**src/rtl/alu_control_seq.sv**
```systemverilog
// Registered ALU control decode with multi-cycle mult/div sequencing and a stall handshake.
// Optional sticky illegal-op trap is enabled by defining ALUCTL_ILLEGAL_TRAP_EN.
module alu_control_seq #(
    parameter int unsigned CTRL_W    = 4,
    parameter int unsigned MD_CYCLES = 32,
    parameter int unsigned CNT_W     = $clog2(MD_CYCLES + 1)
) (
    input  logic              clk,
    input  logic              reset,
`ifdef ALUCTL_ILLEGAL_TRAP_EN
    input  logic              illegal_clr,
    output logic              illegal_sticky,
`endif
    input  logic              in_valid,
    input  logic [1:0]        ALUOp,
    input  logic [5:0]        Function,
    output logic [CTRL_W-1:0] ALU_Control,
    output logic              JRControl,
    output logic              out_valid,
    output logic              md_start,
    output logic              md_done,
    output logic              stall,
    output logic              illegal
);

    typedef enum logic [0:0] {StIdle, StBusy} state_e;

    state_e           state_q, state_d;
    logic [CNT_W-1:0] cnt_q, cnt_d;
    logic [3:0]       alu_ctrl_q, dec_ctrl;
    logic             jr_q, dec_jr;
    logic             illegal_q, dec_illegal;
    logic             out_valid_q;
    logic             dec_md;
    logic             accept;
    logic             md_launch;

    // Unknown ALUOp/Function fall through to the default arms and decode as illegal.
    always_comb begin
        dec_ctrl    = 4'b0000;
        dec_jr      = 1'b0;
        dec_illegal = 1'b0;
        dec_md      = 1'b0;
        case (ALUOp)
            2'b00: dec_ctrl = 4'b0010;
            2'b01: dec_ctrl = 4'b0110;
            2'b10: begin
                case (Function)
                    6'b100000: dec_ctrl = 4'b0010;
                    6'b100010: dec_ctrl = 4'b0110;
                    6'b100100: dec_ctrl = 4'b0000;
                    6'b100101: dec_ctrl = 4'b0001;
                    6'b100111: dec_ctrl = 4'b1100;
                    6'b101010: dec_ctrl = 4'b0111;
                    6'b001000: begin
                        dec_ctrl = 4'b0010;
                        dec_jr   = 1'b1;
                    end
                    6'b011000: begin
                        dec_ctrl = 4'b1000;
                        dec_md   = 1'b1;
                    end
                    6'b011010: begin
                        dec_ctrl = 4'b1001;
                        dec_md   = 1'b1;
                    end
                    default: dec_illegal = 1'b1;
                endcase
            end
            default: dec_illegal = 1'b1;
        endcase
    end

    assign accept = in_valid && (state_q == StIdle);

`ifdef ALUCTL_ILLEGAL_TRAP_EN
    logic sticky_q;

    // A trapped unit still reports mult/div codes but never launches the mul-div unit.
    assign md_launch = accept && dec_md && !sticky_q;

    always_ff @(posedge clk) begin
        if (reset) begin
            sticky_q <= 1'b0;
        end else if (accept && dec_illegal) begin
            sticky_q <= 1'b1;
        end else if (illegal_clr) begin
            sticky_q <= 1'b0;
        end
    end

    assign illegal_sticky = sticky_q;
`else
    assign md_launch = accept && dec_md;
`endif

    // State register
    always_ff @(posedge clk) begin
        if (reset) begin
            state_q     <= StIdle;
            cnt_q       <= '0;
            out_valid_q <= 1'b0;
            alu_ctrl_q  <= 4'b0000;
            jr_q        <= 1'b0;
            illegal_q   <= 1'b0;
        end else begin
            state_q     <= state_d;
            cnt_q       <= cnt_d;
            out_valid_q <= accept;
            if (accept) begin
                alu_ctrl_q <= dec_ctrl;
                jr_q       <= dec_jr;
                illegal_q  <= dec_illegal;
            end
        end
    end

    // Next-state logic
    always_comb begin
        state_d = state_q;
        cnt_d   = cnt_q;
        case (state_q)
            StIdle: begin
                if (md_launch) begin
                    state_d = StBusy;
                    cnt_d   = CNT_W'(MD_CYCLES - 1);
                end
            end
            StBusy: begin
                if (cnt_q == '0) begin
                    state_d = StIdle;
                end else begin
                    cnt_d = cnt_q - CNT_W'(1);
                end
            end
            default: state_d = StIdle;
        endcase
    end

    // Outputs; the first busy cycle is the only one holding MD_CYCLES-1.
    always_comb begin
        stall       = (state_q == StBusy);
        md_start    = (state_q == StBusy) && (cnt_q == CNT_W'(MD_CYCLES - 1));
        md_done     = (state_q == StBusy) && (cnt_q == '0);
        out_valid   = out_valid_q;
        JRControl   = jr_q;
        illegal     = illegal_q;
        ALU_Control = CTRL_W'(alu_ctrl_q);
    end

endmodule

```
**config.mk**
```make
export PLATFORM = sky130hd
export DESIGN_NAME = alu_control_seq
export DESIGN_NICKNAME = d
export VERILOG_FILES = /design/src/rtl/alu_control_seq.sv
export SDC_FILE = /design/constraint.sdc
export NUM_CORES = 1
export LEC_CHECK = 0
export ABC_CLOCK_PERIOD_IN_PS = 4100
export CAP_MARGIN = 20
export CORE_MARGIN = 1.5
export CORE_UTILIZATION = 40
export DETAILED_ROUTE_END_ITERATION = 10
export DONT_BUFFER_PORTS = 1
export PLACE_DENSITY = 0.63
export SYNTH_ARGS = -nofsm -noshare
export SYNTH_HDL_FRONTEND = slang
export SYNTH_SLANG_ARGS = --single-unit
```
**constraint.sdc**
```tcl
create_clock -name clk -period 4.1 [get_ports clk]
set_input_delay 0.205 -clock clk [delete_from_list [all_inputs] [get_ports clk]]
set_output_delay 0.205 -clock clk [all_outputs]
set_load 0.005 [all_outputs]
```
Yosys cells after proc, flatten, opt, wreduce, memory -nomap -nowiden
Cells that the tools add are included.

Word-level logic and storage cells: 47. Input port bits: 11. Output and inout port bits: 10. Register bits: 14.

Add/sub/neg operators: 1. Multiplexer cells: 14. Reduce and logical (&&, ||, !) cells: 11. Equality and inequality tests: 14. Bitwise gates (word level): 1.

Operators with widths (count): $eq A6 B6 Y1 const B (6); $pmux W4 S7 (1); $eq A6 B5 Y1 const B (3); $mux W6 (2); $pmux W4 S3 (1); $pmux W6 S2 (1); $reduce_or A9 Y1 (1); $mux W1 (7); $eq A6 B4 Y1 const B (1); $logic_not A6 Y1 (1); $reduce_or A2 Y1 (3); $sub A6 B1 Y6 const B (1); $logic_and A1 B1 Y1 (4); $ne A2 B2 Y1 const B (2); $pmux W1 S2 (2); $eq A2 B1 Y1 const B (1); $eq A2 B2 Y1 const B (1); $logic_not A2 Y1 (1); $reduce_and A2 Y1 (1); $not A1 Y1 (1).

Logic depth before layout (Yosys ltp)
Word-level depth: 7. Mapped depth: 6. Mapped depth without buffers: 6.

Worst setup path before layout
Ideal clock, no wire load.

Path kind: flip-flop to flip-flop. Start: reg cnt_q[0]. End: reg cnt_q[1]. Slack: 2.514 ns. Cell stages (with the launch flop): 7. Data arrival time: 1.452 ns. Buffers on the path: 0. Data required time: 3.966 ns. Path through: dfxtp_1 > inv_1 > ha_1 > or4b_4 > o21a_1 > nor3_1 > a311oi_1.

Cells in the longest elaborated chain, start to end: 3. Elaborated cells between the ends (all ways): 6.

Ends and longest elaborated chain: from (decl) (RTL line 29) `logic [CNT_W-1:0] cnt_q, cnt_d;`; from (signal assigned) (RTL line 108) `cnt_q <= cnt_d;`; $sub A6 B1 Y6 / $logic_not A6 Y1 (equally long branches) (RTL line 133, 130); $mux W6 / $ne A2 B2 Y1 (equally long branches); $pmux W6 S2 / $reduce_and A2 Y1 (equally long branches).

Several ways; a longest one is shown, not always the timed one. The select of a mux whose other input is x is not followed. A chain may end at the register's enable or synchronous reset.

Worst setup path in the final report
Start: reg cnt_q[0]. End: out md_done.

Cells in the longest elaborated chain, start to end: 2.

Ends and longest elaborated chain: $logic_not A6 Y1 (RTL line 144) `md_done = (state_q == StBusy) && (cnt_q == '0);`; $logic_and A1 B1 Y1 (RTL line 144); to (decl) (RTL line 21) `output logic md_done,`.

No other way between the ends.

==> impl_metrics.py <==
metrics = {
    "outcome": {
        "outcome": "finished, final reports clean",
    },
    "placed_design": {
        "placed_area_um2": 867.1,
        "io_buffers": 0,
        "place_inst": 124,
        "dp_hpwl_um": 1368,
        "place_congestion": 0.7883,
    },
    "worst_setup_path": {
        "worstPathArrival_ns": 1.56,
        "cp-end-kind": "primary output",
        "r2r_start": "cnt_q[0]$_SDFFE_PP0P_",
        "r2r-end": "cnt_q[1]$_SDFFE_PP0P_",
        "required_ns": 3.89,
        "crit_start": "cnt_q[0]$_SDFFE_PP0P_",
        "crit_slowest_cell": "or4b_4",
        "r2r_cells": 6,
        "worstSetupPathType": "reg2out",
        "path_cells": "inv_1, ha_1, or4b_4, nor2_1",
        "crit_end": "md_done",
        "startpoint_type": "flop",
        "reg2reg_slack_ns": 2.39,
        "slowest_delay_ns": 0.48,
        "crit_fanout": 4,
    },
    "die": {
        "rows": 16,
        "dieArea_mm2": 0.002419,
        "die_w_um": 49.19,
        "start_util": 0.4306,
        "ioPinCount": 21,
        "chipHeight_um": 49.19,
        "core_area_mm2": 0.001982,
    },
    "routing": {
        "vias": 715,
        "via_per_inst": 5.543,
        "wirelength_um": 1791,
        "drc": 0,
        "drtAntennaViolNets": 0,
        "drt-initial-drc-count": 18,
        "dr.pass1.iters": 4,
        "post_drt_wl_per_cell_um": 13.88,
    },
    "sta": {
        "finalSetupViolCount": 0,
        "relSlewSlack": 0.6667,
        "skew_ns": 0.001130,
        "period_minus_slack_ns": 1.765,
        "final_hold_viol_count": 0,
        "setup_tns_ns": 0,
        "max_freq_mhz": 566.6,
        "final_max_slew_viol_count": 0,
        "tightest_slew_ns": 0.4983,
        "rsz0062_at_grt": "no",
        "min_period_over_period": 0.4304,
    },
    "global_route": {
        "grt_start_max_net_pins": 14,
        "grt_pass1_wl_um": 2980,
        "grt_usage": 0.1622,
        "grt_pass1_vias": 646,
        "gr-total-overflow": 0,
        "antenna_found_initial": 0,
    },
    "logic_synthesis": {
        "synth_seq_area_share": 0.3284,
        "ys_types": 38,
        "async_flop_share": 0,
        "synth_edf_count": 0,
        "ys.flop_type": "dfxtp_1",
        "syn_nets": 114,
        "avgSynthCellArea_um2": 8.533,
        "synthCells": 100,
        "ys_ff_latch": 14,
        "ys_warn_count": 0,
        "synth_area_um2": 853.3,
    },
    "cts": {
        "clk_pin_slew_worst_paths_ns": 0.09,
        "cts.sinks": 14,
        "clockBufferDepth": 2,
        "h-tree-depth": 1,
        "root_buffer": "clkbuf_4",
        "ctsResizeCount": 0,
        "cts_tree": "built",
        "clkLatencyLatePin_ns": 0.28,
        "hold_buffers": 1,
        "cts_buffers": 3,
        "cts_setup_buffers": 0,
    },
    "final_layout": {
        "fill_cells": 203,
        "nets": 117,
        "drive_above_1_share": 0.1471,
        "most-common-layout-cells": "dfxtp_1, nor2_1, nand2_1, a21oi_1",
        "n_antenna_cell": 0,
        "final_cells": 129,
        "fin_area_um2": 913.4,
        "final_util": 0.4609,
        "area_growth_syn_to_layout_pct": 7.038,
    },
    "worst_hold_path": {
        "min_path_type": "in2reg",
    },
    "pwr": {
        "leakage_nw": 0.3184,
        "ir_drop_mv": 0.1326,
        "powerDensity_mw_per_mm2": 289.8,
    },
    "run": {
        "maxCapViolCount": 0,
    },
}
## where the power goes
group	leakage, nW	internal [W]	switching [W]
Combinational	0.184	0.0000101	0.0000120
Sequential	0.114	0.000139	0.00000210
Clock	0.0210	0.0000540	0.0000475
## final cells by class
type                       instances  area [um2]  share of cell area
multi-input combinational         78       534.3              0.5849
sequential                        14       280.3              0.3068
clock buffer                       4       36.28             0.03973
tap                               27       33.78             0.03699
inverter                           5       18.77             0.02055
timing repair buffer               1       10.01             0.01096
## synthesized netlist by cell type, types with 3 or more instances
master | instances | area, um2
a21oi_1 | 7 | 35.03
dfxtp_1 | 14 | 280.3
ha_1 | 3 | 37.54
inv_1 | 5 | 18.77
nand2_1 | 7 | 26.28
nand2b_1 | 3 | 18.77
nand3b_1 | 3 | 22.52
nor2_1 | 14 | 52.55
nor3_1 | 5 | 25.02
o21ai_0 | 4 | 20.02
or3b_2 | 3 | 26.28
xnor2_1 | 4 | 35.03
## sequential cells by signal (all words and copies together) (netlist names)
register     flops
JRControl        1
ALU_Control      4
out_valid        1
cnt_q            6
illegal          1
stall            1
## logic make-up after synthesis
group	Yosys count	share of synthesized area
compound gates	23	0.1789
xor+xnor	4	0.04105
fa+ha+maj	3	0.04399
buf+inv	8	0.04545
flops	14	0.3284
simple gates	48	0.3622
## stage by stage
stage                     hold WS, ns  power (W)  worst slack [ns]
after floorplan                0.2747  0.0001638             2.514
after CTS                     0.05804  0.0002678             2.306
after global routing          0.05773  0.0002746             2.256
after global placement         0.2778  0.0001636             2.467
final                         0.06914  0.0002647             2.335
after detailed placement       0.2776  0.0001637             2.401
## worst min path at each step
stage,from,to,slack (ns),cells after the start
floorplan,reset,cnt_q[5]$_SDFFE_PP0P_,0.27,1
global placement,reset,cnt_q[5]$_SDFFE_PP0P_,0.28,1
detailed placement,reset,illegal$_SDFFE_PP0P_,0.28,1
CTS,reset,cnt_q[0]$_SDFFE_PP0P_,0.06,2
global route,reset,cnt_q[0]$_SDFFE_PP0P_,0.06,2
finish,reset,cnt_q[0]$_SDFFE_PP0P_,0.07,2
## critical path: cells and delay by family, from the launching register on
family / cells / cell delay, ns
AND/OR/NAND/NOR: 2 / 0.64
flip-flops: 1 / 0.35
buffers and inverters: 1 / 0.13
adder cells (fa/ha/maj): 1 / 0.17
## layer usage
layer  up-vias  share of wire  GRT usage
met5         -              0          0
met4         0          0.015     0.1143
met3         2          0.042    0.03988
met2        17           0.51     0.2613
li1        363              -          -
met1       333           0.43     0.1867
Note: power is estimated with default switching activity, not from simulation.
